<file path="config.mk">
export PLATFORM = sky130hd
export DESIGN_NAME = key_redraw_scheduler
export DESIGN_NICKNAME = d
export VERILOG_FILES = /design/src/rtl/vga_pkg.sv /design/src/rtl/rr_picker.sv /design/src/rtl/key_redraw_scheduler.sv
export SDC_FILE = /design/constraint.sdc
export NUM_CORES = 1
export LEC_CHECK = 0
export ABC_CLOCK_PERIOD_IN_PS = 10050
export CAP_MARGIN = 20
export CORE_AREA = 2 2 102 104
export DETAILED_ROUTE_END_ITERATION = 8
export DIE_AREA = 0 0 104 106
export GPL_ROUTABILITY_DRIVEN = 0
export SLEW_MARGIN = 10
export SYNTH_ARGS = -nofsm -noshare
export SYNTH_HDL_FRONTEND = slang
export SYNTH_SLANG_ARGS = --single-unit
</file>
<file path="constraint.sdc">
create_clock -name CLOCK_50 -period 10.05 [get_ports CLOCK_50]
set_input_delay 1.5075 -clock CLOCK_50 [delete_from_list [all_inputs] [get_ports CLOCK_50]]
set_output_delay 1.5075 -clock CLOCK_50 [all_outputs]
set_load 0.03 [all_outputs]
</file>
<file path="src/rtl/vga_pkg.sv">
// vga_pkg: screen geometry, 3-bit VGA colour constants and the redraw
// scheduler state encoding, shared by the keyboard display blocks.
package vga_pkg;

  localparam int SCREEN_W = 160;
  localparam int SCREEN_H = 120;

  localparam logic [2:0] COL_BLACK = 3'b000;
  localparam logic [2:0] COL_RED   = 3'b100;
  localparam logic [2:0] COL_WHITE = 3'b111;

  typedef enum logic [1:0] {
    IDLE,
    GRANT,
    FILL
  } state_t;

endpackage

</file>
<file path="src/rtl/rr_picker.sv">
// rr_picker: combinational round-robin priority select.
//   req        - request vector, one bit per requester
//   last_grant - index granted most recently; search starts one above it
//   grant      - index of the first set request at or after last_grant+1,
//                wrapping modulo NUM_KEYS
//   vld        - high when any request is set (grant is 0 otherwise)
module rr_picker #(
  parameter int NUM_KEYS = 8,
  parameter int IDX_W    = 3
) (
  input  logic [NUM_KEYS-1:0] req,
  input  logic [IDX_W-1:0]    last_grant,
  output logic [IDX_W-1:0]    grant,
  output logic                vld
);

  int cand;

  always_comb begin
    grant = '0;
    vld   = 1'b0;
    cand  = 0;
    // Offsets 1..NUM_KEYS visit every index once, last_grant itself last.
    for (int i = 1; i <= NUM_KEYS; i++) begin
      cand = (int'(last_grant) + i) % NUM_KEYS;
      if (!vld && req[IDX_W'(cand)]) begin
        vld   = 1'b1;
        grant = IDX_W'(cand);
      end
    end
  end

endmodule

</file>
<file path="src/rtl/key_redraw_scheduler.sv">
// key_redraw_scheduler: owns the single VGA pixel-write port of the piano
// keyboard display. Every key whose pressed state changes is queued for a
// redraw; pending keys are served round-robin and each key rectangle is
// filled one pixel per clock in raster order.
//   CLOCK_50  - system clock
//   reset     - synchronous, active-high
//   key_state - level pressed state per key (1 = pressed)
//   x_out     - registered pixel x
//   y_out     - registered pixel y
//   VGA_COLOR - registered pixel colour
//   plot      - write strobe; x_out/y_out/VGA_COLOR valid while high
//   busy      - high while granting or filling
//   init_done - sticky flag: every key drawn at least once since reset
module key_redraw_scheduler
  import vga_pkg::*;
#(
  parameter int         NUM_KEYS     = 8,
  parameter int         KEY_W        = 16,
  parameter int         KEY_H        = 25,
  parameter int         X0           = 16,
  parameter int         Y0           = 89,
  parameter logic [2:0] COL_PRESSED  = COL_RED,
  parameter logic [2:0] COL_RELEASED = COL_WHITE,
  parameter logic [2:0] COL_BORDER   = COL_BLACK
) (
  input  logic                CLOCK_50,
  input  logic                reset,
  input  logic [NUM_KEYS-1:0] key_state,
  output logic [7:0]          x_out,
  output logic [6:0]          y_out,
  output logic [2:0]          VGA_COLOR,
  output logic                plot,
  output logic                busy,
  output logic                init_done
);

  localparam int IDX_W = (NUM_KEYS > 1) ? $clog2(NUM_KEYS) : 1;
  localparam int PX_W  = (KEY_W > 1) ? $clog2(KEY_W) : 1;
  localparam int PY_W  = (KEY_H > 1) ? $clog2(KEY_H) : 1;

  localparam logic [PX_W-1:0]  PX_LAST  = PX_W'(KEY_W - 1);
  localparam logic [PY_W-1:0]  PY_LAST  = PY_W'(KEY_H - 1);
  localparam logic [IDX_W-1:0] IDX_LAST = IDX_W'(NUM_KEYS - 1);

  if (X0 + NUM_KEYS * KEY_W > SCREEN_W) begin : g_bad_width
    $error("key_redraw_scheduler: key row runs past the right screen edge");
  end
  if (Y0 + KEY_H > SCREEN_H) begin : g_bad_height
    $error("key_redraw_scheduler: key row runs past the bottom screen edge");
  end
  if (KEY_W < 2) begin : g_bad_key_w
    $error("key_redraw_scheduler: KEY_W must leave room for a border column");
  end
  if (NUM_KEYS < 1) begin : g_bad_num_keys
    $error("key_redraw_scheduler: NUM_KEYS must be at least 1");
  end

  function automatic logic [7:0] pixel_x(input logic [IDX_W-1:0] k,
                                         input logic [PX_W-1:0]  p);
    return 8'(X0) + 8'(k) * 8'(KEY_W) + 8'(p);
  endfunction

  function automatic logic [6:0] pixel_y(input logic [PY_W-1:0] p);
    return 7'(Y0) + 7'(p);
  endfunction

  function automatic logic [2:0] pixel_colour(input logic [PX_W-1:0] p,
                                              input logic [2:0]      fill);
    return (p == PX_LAST) ? COL_BORDER : fill;
  endfunction

  state_t              state, state_n;
  logic [NUM_KEYS-1:0] key_q;
  logic [NUM_KEYS-1:0] pending;
  logic [NUM_KEYS-1:0] chg;
  logic [NUM_KEYS-1:0] clr_mask;
  logic [IDX_W-1:0]    last_grant;
  logic [IDX_W-1:0]    idx;
  logic [IDX_W-1:0]    pick_idx;
  logic                pick_vld;
  logic [2:0]          fill_col;
  logic [PX_W-1:0]     px;
  logic [PY_W-1:0]     py;
  logic                fill_last;
  logic                redraw_again;

  rr_picker #(
    .NUM_KEYS (NUM_KEYS),
    .IDX_W    (IDX_W)
  ) u_picker (
    .req        (pending),
    .last_grant (last_grant),
    .grant      (pick_idx),
    .vld        (pick_vld)
  );

  assign chg       = key_state ^ key_q;
  assign fill_last = (state == FILL) && (px == PX_LAST) && (py == PY_LAST);
  assign busy      = (state != IDLE);

  // A key that changed while its own fill was running keeps its pending
  // bit so it is redrawn later with the new colour.
  always_comb begin
    clr_mask = '0;
    if (fill_last && !redraw_again && !chg[idx]) begin
      clr_mask[idx] = 1'b1;
    end
  end

  always_comb begin
    state_n = state;
    case (state)
      IDLE:    if (|pending) state_n = GRANT;
      GRANT:   state_n = pick_vld ? FILL : IDLE;
      FILL:    if (fill_last) state_n = IDLE;
      default: state_n = IDLE;
    endcase
  end

  always_ff @(posedge CLOCK_50) begin
    if (reset) begin
      state <= IDLE;
    end else begin
      state <= state_n;
    end
  end

  always_ff @(posedge CLOCK_50) begin
    if (reset) begin
      key_q        <= '0;
      pending      <= '1;
      last_grant   <= IDX_LAST;
      init_done    <= 1'b0;
      redraw_again <= 1'b0;
      plot         <= 1'b0;
      x_out        <= '0;
      y_out        <= '0;
      VGA_COLOR    <= '0;
    end else begin
      key_q   <= key_state;
      // Set wins over clear: a change on the closing edge is kept.
      pending <= (pending & ~clr_mask) | chg;
      plot    <= 1'b0;

      if (state == IDLE && pending == '0) begin
        init_done <= 1'b1;
      end

      case (state)
        GRANT: begin
          if (pick_vld) begin
            idx          <= pick_idx;
            last_grant   <= pick_idx;
            // Colour is frozen here for the whole rectangle.
            fill_col     <= key_state[pick_idx] ? COL_PRESSED : COL_RELEASED;
            redraw_again <= 1'b0;
            px           <= '0;
            py           <= '0;
          end
        end
        FILL: begin
          plot      <= 1'b1;
          x_out     <= pixel_x(idx, px);
          y_out     <= pixel_y(py);
          VGA_COLOR <= pixel_colour(px, fill_col);
          if (chg[idx]) begin
            redraw_again <= 1'b1;
          end
          if (px == PX_LAST) begin
            px <= '0;
            if (py != PY_LAST) begin
              py <= py + 1'b1;
            end
          end else begin
            px <= px + 1'b1;
          end
        end
        default: ;
      endcase
    end
  end

endmodule

</file>
* Word level (Yosys, flattened, before mapping) *
Cells that the tools add are included.

word-level totals
  bits of input ports = 10
  register bits = 57
  word-level logic and storage cells = 151

operators by class
  multiplexer cells = 64
  equal/unequal tests = 11
  $lt $le $gt $ge = 11
  reductions and logical operators = 33
  $add $sub $neg = 13
  bitwise operators = 5

operator list
  kind                 count
  $lt 3x5->1 const B   8
  $bmux 1 s3           10
  $mux 1               30
  $mux 3               9
  $mux 5               3
  $logic_and 1x1->1    13
  $add 3x3->3 const B  4
  $pmux 5 s2           1
  $logic_not 1->1      9
  $reduce_and 3->1     3
  $add 5x7->8 const A  1
  $add 8x4->8          1
  $and 8x8->8          1
  $logic_not 8->1      1
  $lt 3x4->1 const B   2
  $mux 2               4
  $mux 4               2
  $mux 8               1
  $not 8->8            1
  $or 8x8->8           1
  $pmux 4 s2           1
  $reduce_or 8->1      1
  $xor 8x8->8          1
  $add 7x5->7 const A  1
  other kinds (20)     28

* Depth between registers and ports, before layout *
Gate-level depths: netlist of the first run.

  depth after elaboration = 29
  gate-level depth with buffers = 15
  mapped depth without buffers = 11

* Hierarchy *
From an unflattened synthesis of the first run, not the netlist that was laid out.

unflattened totals
  cell total of the unflattened synthesis = 315
  area total of the unflattened synthesis = 3027.9 um^2

modules (own cells, without submodules)
  module                seq. area each (um^2)  times used  area an instance (um^2)  cells an instance
  key_redraw_scheduler  1211.2                 1           2242.2                   222
  rr_picker             0.0                    1           785.8                    93

* Least setup slack after synthesis of the first run *
OpenSTA, ideal clock, no wires.

  path type = register -> register
  start = register last_grant[1]
  end = register fill_col[0] (data pin)
  path slack = 6.413 ns
  stages on the path, launching flop included = 16
  period minus slack after synthesis = 3.637 ns
  data arrival time = 3.367 ns
  cells stage by stage = dfxtp_1 -> buf_6 -> clkbuf_1 -> inv_1 -> ha_1 -> buf_2 -> buf_2 -> mux4_2 -> nor2_1 -> nand2_1 -> or4_4 -> buf_6 -> a2111o_1 -> o211a_1 -> a22oi_1 -> mux2i_1

between the ends
  cells in the longest elaborated chain, start to end = 29
  elaborated cells on any way between the ends = 64
  those cells by class = add/sub: 8; mux: 42; reduce/logical: 14

RTL lines
  what                                        RTL line                     source
  from (decl)                                 key_redraw_scheduler.sv:77   logic [IDX_W-1:0] last_grant;
  from (signal assigned)                      key_redraw_scheduler.sv:153  last_grant <= pick_idx;
  $add 3x1->3                                 rr_picker.sv:25              cand = (int'(last_grant) + i) % NUM_KEYS;
  $bmux 1 s3                                  rr_picker.sv:26              if (!vld && req[IDX_W'(cand)]) begin
  $mux 1 (implied by the code) (2 in series)  rr_picker.sv:26
  $mux 1                                      rr_picker.sv:26
  $logic_not 1->1                             rr_picker.sv:26
  $logic_and 1x1->1                           rr_picker.sv:26
  $mux 1                                      rr_picker.sv:26
  $logic_not 1->1                             rr_picker.sv:26
  [12 not listed]                             --
  $logic_and 1x1->1                           rr_picker.sv:26
  $mux 1                                      rr_picker.sv:26
  $logic_not 1->1                             rr_picker.sv:26
  $logic_and 1x1->1                           rr_picker.sv:26
  $mux 3 *                                    rr_picker.sv:26
  $bmux 1 s3 *                                key_redraw_scheduler.sv:155  fill_col <= key_state[pick_idx] ? COL_PRESSED : COL_RELEASED;
  $mux 1 (implied by the code) *              key_redraw_scheduler.sv:155
  $mux 2 *                                    key_redraw_scheduler.sv:155
  to (signal assigned)                        key_redraw_scheduler.sv:155
  to (decl)                                   key_redraw_scheduler.sv:81   logic [2:0] fill_col;

Mark *: on every way between the ends. The rest lies on a longest branch, timed or not. The select of a mux whose other input is x is not followed.
A chain may end at the register's enable or synchronous reset.

* Worst setup path in the final report of the first run *
  start = register last_grant[0]
  end = register fill_col[0] (data pin)

between the ends
  cells in the longest elaborated chain, start to end = 29
  elaborated cells on any way between the ends = 64
  those cells by class = add/sub: 8; mux: 42; reduce/logical: 14

RTL lines
  what                                        RTL line                     source
  $add 3x1->3                                 rr_picker.sv:25
  $bmux 1 s3                                  rr_picker.sv:26
  $mux 1 (implied by the code) (2 in series)  rr_picker.sv:26
  $mux 1                                      rr_picker.sv:26
  $logic_not 1->1                             rr_picker.sv:26
  $logic_and 1x1->1                           rr_picker.sv:26
  $mux 1                                      rr_picker.sv:26
  $logic_not 1->1                             rr_picker.sv:26
  [13 not listed]                             --
  $mux 1                                      rr_picker.sv:26
  $logic_not 1->1                             rr_picker.sv:26
  $logic_and 1x1->1                           rr_picker.sv:26
  $mux 3 *                                    rr_picker.sv:26
  net pick_idx[2]                             key_redraw_scheduler.sv:79   logic [IDX_W-1:0] pick_idx;
  $bmux 1 s3 *                                key_redraw_scheduler.sv:155
  $mux 1 (implied by the code) *              key_redraw_scheduler.sv:155
  $mux 2 *                                    key_redraw_scheduler.sv:155

The timed path passes the listed nets; every way through them passes the cells marked *. The select of a mux whose other input is x is not followed.

==> out/metrics.yaml, run 1 <==
status: "completed"
critPathLaunchType: "flip-flop"
core_sq_um: 10000
timing.reg2reg.setup_slack_ns: 5.24
synth.distinct_cells: 55
hold_end: "x_out[3]$_SDFFE_PP0P_"
hold_path_class: "flip-flop to flip-flop"
fin_setup_tns_ns: 0
clockBufferDepth: 2
critPathMaxFanout: 18
end_kind: "flip-flop"
rows: 37
min_period_ns: 4.809
cellPowerDensity_nw_per_um2: 142.7
synthCells: 355
postSynth.topFlopCell: "dfxtp_1"
antenna_found_initial: 0
num_vias: 2716
dieArea_sq_um: 11020
rsz0062_at_grt: "no"
ios: 31
synth-xor-area-share_pct: 4.632
synth_compound_area_share_pct: 14.41
ant_nets: 0
synth_mux_area_share_pct: 15.88
min_from: "x_out[3]$_SDFFE_PP0P_"
synth_warnings: 0
synthArstFlopShare_pct: 0
r2r_start: "last_grant[0]$_SDFFE_PP1P_"
final_common_cell: "dfxtp_1"
leakage_nw: 1.337
tightest_slew_ns: 0.8204
cts_root_buffer: "clkbuf_8"
drt-wirelength-per-cell_microns: 15.83
syn_to_final_growth_pct: 12.72
first_pass_iters: 4
synthAdderAreaFrac_pct: 2.206
syn-num-nets: 371
vdd_drop_max_uv: 73.88
ctsHoldBuffers: 0
total_power_mw: 0.5475
grt_start_max_net_pins: 27
critPathRequiredTime_ns: 10.21
reg2reg_to: "fill_col[0]$_DFFE_PP_"
synth_top_family_by_area: "simple AND/OR/NAND/NOR gates"
grt_overflow: 0
maxSlewViolCount: 0
dp_hpwl_microns: 5605
most-common-layout-cells: "41 x dfxtp_1, 36 x nor2_1, 30 x clkdlybuf4s50_1"
grt_usage_pct: 14.30
grt_pass1_wl_microns: 12990
critPathArrivalTime_ns: 4.97
start_util_pct: 34.03
clock_sinks: 54
cts_made_buffers: 5
cts_setup_buffers: 0
relSlewSlack_pct: 44.80
clkLatencyLatePin_ns: 0.30
die_h_microns: 106
antenna_cells: 0
viasPerCell: 5.400
r2r_cells: 11
drive_gt1_share_pct: 9.537
seq_area_frac_synth_pct: 35.59
fin_crit_sh_pct: 47.85
maxCapViolCount: 0
min_delay_path_depth: 2
cts_max_level: 2
critPathKind: "flip-flop to flip-flop"
post_cts_resized: 0
nets: 382
clk_pin_slew_worst_paths_ns: 0.10
fp.dieW_microns: 104
cts_tree: "built"
grt_pass1_vias: 2548
totalWireLength_microns: 7961
ys_seq_elements: 54
synth_edf_count: 13
setup_viol: 0
synth_area_sq_um: 3403
whs_ns: 0.4630
port_buffers: 30
hold_viol: 0
utilization_pct: 38.36
yosys.area_share.simple_pct: 20.96
syn_area_per_cell_sq_um: 9.587
drt_iter0_markers: 112
fmax_mhz: 207.9
fin_skew_ns: 0.01512
drc_errors: 0
==> flip-flops by register name, summed over array words and instances (netlist names), 2 cells and up <==
| signal | cells |
|---|---|
| VGA_COLOR | 2 |
| idx | 3 |
| key_q | 8 |
| last_grant | 3 |
| pending | 8 |
| px | 4 |
| py | 5 |
| state | 2 |
| x_out | 8 |
| y_out | 7 |
==> worst max-delay path, stage by stage (launching register included) <==
cell and delay, ns:
dfxtp_1 0.85, inv_1 0.47, ha_1 0.83, mux2i_1 0.19
mux4_2 0.52, a32oi_4 0.36, o31ai_1 0.12, a211oi_1 0.67
inv_1 0.21, a21oi_1 0.18, a22oi_1 0.10, mux2i_1 0.15
==> metrics by stage <==
stage / worst slack, ns / area [sq um] / cells
6_report: 5.241 / 3836 / 503
3_5_place_dp: 5.302 / 3749 / 495
5_1_grt: 4.931 / 3836 / 503
4_1_cts: 5.279 / 3836 / 503
3_3_place_gp: 5.416 / 3749 / 495
2_1_floorplan: 6.413 / 3403 / 355
==> Yosys cell counts, types with 3 or more instances <==
cell,instances,area (sq um)
a211oi_1,9,67.56
mux4_2,11,247.7
nor2_1,36,135.1
a211o_1,6,52.55
or3b_2,4,35.03
mux4_1,6,157.7
and3_1,4,25.02
o31ai_1,4,30.03
nand4_1,6,37.54
nor2b_1,8,50.05
a21oi_1,21,105.1
buf_6,4,45.04
nor4_1,4,25.02
o21ai_0,9,45.04
mux2i_1,9,90.09
inv_1,15,56.30
a22oi_1,5,37.54
buf_2,3,15.01
xor2_1,9,78.83
nand2_1,26,97.59
xnor2_1,9,78.83
clkbuf_1,20,75.07
nand3_1,9,45.04
dfxtp_1,41,820.8
nor3_1,9,45.04
ha_1,6,75.07
edfxtp_1,13,390.4
nand2b_1,5,31.28
nand3b_1,9,67.56
==> report_power, final <==
group	switching (mW)	internal, mW	total [mW]
logic	0.0981	0.0714	0.169
registers	0.0160	0.242	0.258
clock network	0.0708	0.0493	0.120
==> layer usage <==
metal,global-route usage [%],wire [microns]
met2,23.92,3873
met5,0,0
met4,4.826,136
met1,19.09,3640
met3,1.962,310
==> cells by family after synthesis <==
group                    count (synthesis)
multiplexers                            29
buffers and inverters                   46
AND/OR/NAND/NOR                        133
flip-flops                              54
adder cells (fa/ha/maj)                  6
XOR/XNOR                                18
AO/OA/AOI/OAI                           69
==> layout make-up <==
| class | count | area [sq um] |
|---|---|---|
| Clock buffer | 6 | 72.57 |
| Clock inverter | 2 | 15.01 |
| Fill cell | 1034 | 6163 |
| Inverter | 16 | 60.06 |
| Multi-Input combinational cell | 255 | 1977 |
| Sequential cell | 54 | 1211 |
| Tap cell | 136 | 170.2 |
| Timing Repair Buffer | 34 | 330.3 |
==> worst max-delay path by stage <==
stage,cells after the start,startpoint,endpoint,slack [ns]
3_5_place_dp,8,last_grant[0]$_SDFFE_PP1P_,py[3]$_SDFFCE_PN0P_,5.30
5_1_grt,11,last_grant[0]$_SDFFE_PP1P_,fill_col[0]$_DFFE_PP_,4.93
2_1_floorplan,15,last_grant[1]$_SDFFE_PP1P_,fill_col[0]$_DFFE_PP_,6.41
3_3_place_gp,10,last_grant[0]$_SDFFE_PP1P_,fill_col[0]$_DFFE_PP_,5.42
6_report,11,last_grant[0]$_SDFFE_PP1P_,fill_col[0]$_DFFE_PP_,5.24
4_1_cts,11,last_grant[0]$_SDFFE_PP1P_,fill_col[0]$_DFFE_PP_,5.28
Power figures use the tool's default switching activity.
==> run 2: changes to the inputs <==
Settings changed: ABC_CLOCK_PERIOD_IN_PS 10050 to 3850.
Clock period 10.05 ns to 3.85 ns, I/O delays scaled along.
==> run 2 against run 1 <==
First-iteration DRC count is 25% higher. Clock skew about the same. Highest routed layer unchanged. Largest power group unchanged. Total power increased to 2.6 times the previous value. Sequential cell count stayed put. Design area rose by 0.62%. Critical endpoint unchanged.
==> out/metrics.yaml, run 2 (synthesized netlist as in run 1, its figures left out) <==
fin_skew_ns: 0.01516
num_vias: 2724
critPathArrivalTime_ns: 3.59
ctsHoldBuffers: 0
maxCapViolCount: 0
whs_ns: 0.4660
critPathLaunchType: "flip-flop"
min_delay_path_depth: 2
grt_usage_pct: 14.76
pwr-share-seq_pct: 45.9
cts_root_buffer: "clkbuf_8"
utilization_pct: 38.60
nFillCells: 1015
end_kind: "flip-flop"
power_frac_comb_pct: 31.1
fin_crit_sh_pct: 91.96
p_clk_share_pct: 23.0
antenna_cells: 0
fp.dieW_microns: 104
crit_top_cell: "mux2i_1"
drc_errors: 0
status: "completed"
syn_to_final_growth_pct: 13.42
grt_pass1_vias: 2657
clkLatencyLatePin_ns: 0.32
hold_viol: 0
clock_sinks: 54
reg2reg_to: "fill_col[0]$_DFFE_PP_"
post-route-cell-area_sq_um: 3860
reg_top3: "key_q x8, pending x8, x_out x8"
critPathKind: "flip-flop to flip-flop"
clk_pin_slew_worst_paths_ns: 0.10
critPathMaxFanout: 15
crit_chain: "inv_1 > ha_2 > mux2i_1 > mux4_2 > a32oi_4 > nor4_1 > nor4_2 > a221oi_1 > a22oi_1 > mux2i_1"
cp_slowest_cell: "ha_2"
maxSlewViolCount: 0
regArea_sq_um: 1211
timing.reg2reg.setup_slack_ns: 0.31
drive_gt1_share_pct: 10.57
p_sw_mw: 0.4951
core_sq_um: 10000
ant_nets: 0
hold_end: "x_out[3]$_SDFFE_PP0P_"
multi_input_area_sq_um: 1979
critPathRequiredTime_ns: 3.90
met1_length_microns: 3605
cellPowerDensity_nw_per_um2: 375.5
drt_iter0_markers: 140
clockBufferDepth: 2
viasPerCell: 5.394
cts_max_level: 2
hold_path_class: "flip-flop to flip-flop"
first_pass_iters: 4
totalWireLength_microns: 7898
drt-wirelength-per-cell_microns: 15.64
tightest_slew_ns: 0.7504
total_power_mw: 1.449
cts_made_buffers: 5
antenna_found_initial: 0
min_period_ns: 3.540
fmax_mhz: 282.5
port_buffers: 30
rsz0062_at_grt: "no"
relSlewSlack_pct: 49.51
grt_overflow: 0
final_common_cell: "dfxtp_1"
grt_pass1_wl_microns: 13300
r2r_cells: 10
grt_start_max_net_pins: 38
p_int_mw: 0.9543
dieArea_sq_um: 11020
vdd_drop_max_uv: 196.9
cts_tree: "built"
switching_share_pct: 34.16
die_h_microns: 106
start_util_pct: 34.03
setup_viol: 0
rows: 37
route.met3.wl_microns: 341
r2r_start: "last_grant[1]$_SDFFE_PP1P_"
nets: 384
min_from: "x_out[3]$_SDFFE_PP0P_"
place_area_sq_um: 3764
wl_met2_microns: 3866
ios: 31
dp_hpwl_microns: 5632
fin_setup_tns_ns: 0
worst_path_largest_cell_delay_ns: 0.56
leakage_nw: 1.351
top_layer: "met4"
most-common-layout-cells: "41 x dfxtp_1, 36 x nor2_1, 30 x clkdlybuf4s50_1"
==> run 2: cell count changes in the layout (fill, tap and decap cells not counted), sizes merged <==
cell      change
buf           +2
clkbuf        -1
clkinv        +1
clkinvlp      -1
inv           +1
==> run 2: critical path, delay by kind of cell (launching register included) <==
| family | cells | cell delay, ns |
|---|---|---|
| muxes | 3 | 0.78 |
| buffers and inverters | 1 | 0.10 |
| DFF | 1 | 0.34 |
| and+or+nand+nor | 2 | 0.69 |
| AOI/OAI and AO/OA | 3 | 0.80 |
| adders and majority gates | 1 | 0.56 |
==> run 2: power by group through the flow <==
stage	clock network (mW)	logic, mW	registers (mW)
2_1_floorplan	0	0.311	0.704
3_3_place_gp	0	0.445	0.677
3_5_place_dp	0	0.448	0.679
4_1_cts	0.347	0.453	0.666
5_1_grt	0.369	0.494	0.672
6_report	0.333	0.451	0.665
==> run 2: worst max path at each step <==
stage,depth (start not counted),slack [ns],start,to
floorplan,15,0.21,last_grant[1]$_SDFFE_PP1P_,fill_col[0]$_DFFE_PP_
global placement,10,0.30,last_grant[1]$_SDFFE_PP1P_,fill_col[0]$_DFFE_PP_
detailed placement,8,0.20,last_grant[1]$_SDFFE_PP1P_,py[3]$_SDFFCE_PN0P_
CTS,10,0.14,last_grant[1]$_SDFFE_PP1P_,fill_col[0]$_DFFE_PP_
global route,10,0.07,last_grant[1]$_SDFFE_PP1P_,fill_col[0]$_DFFE_PP_
finish,10,0.31,last_grant[1]$_SDFFE_PP1P_,fill_col[0]$_DFFE_PP_
==> run 2: layout make-up <==
cell class	count	area share [%]
Clock buffer	5	1.783
Clock inverter	3	0.6483
Inverter	16	1.556
Multi-Input combinational cell	255	51.28
Sequential cell	54	31.38
Tap cell	136	4.408
Timing Repair Buffer	36	8.947
==> run 2: timing repair <==
| action | 4_1_cts | 5_1_grt |
|---|---|---|
| gates resized for setup | 0 | 1 |
| endpoints found under the setup margin | 0 | 9 |
| setup buffers | 0 | 0 |
==> run 2: per-stage QoR <==
step                      worst slack, ns  std cells
after floorplan                    0.2127        355
after global placement             0.3033        497
after detailed placement           0.1964        497
after CTS                          0.1428        505
after global routing              0.06795        505
final                              0.3096        505
==> run 2: layer usage <==
| metal | GRT usage (%) | up-vias |
|---|---|---|
| met5 | 0 | - |
| met4 | 4.247 | 0 |
| met3 | 1.594 | 7 |
| met2 | 25.14 | 79 |
| met1 | 19.92 | 1311 |
| li1 | - | 1327 |
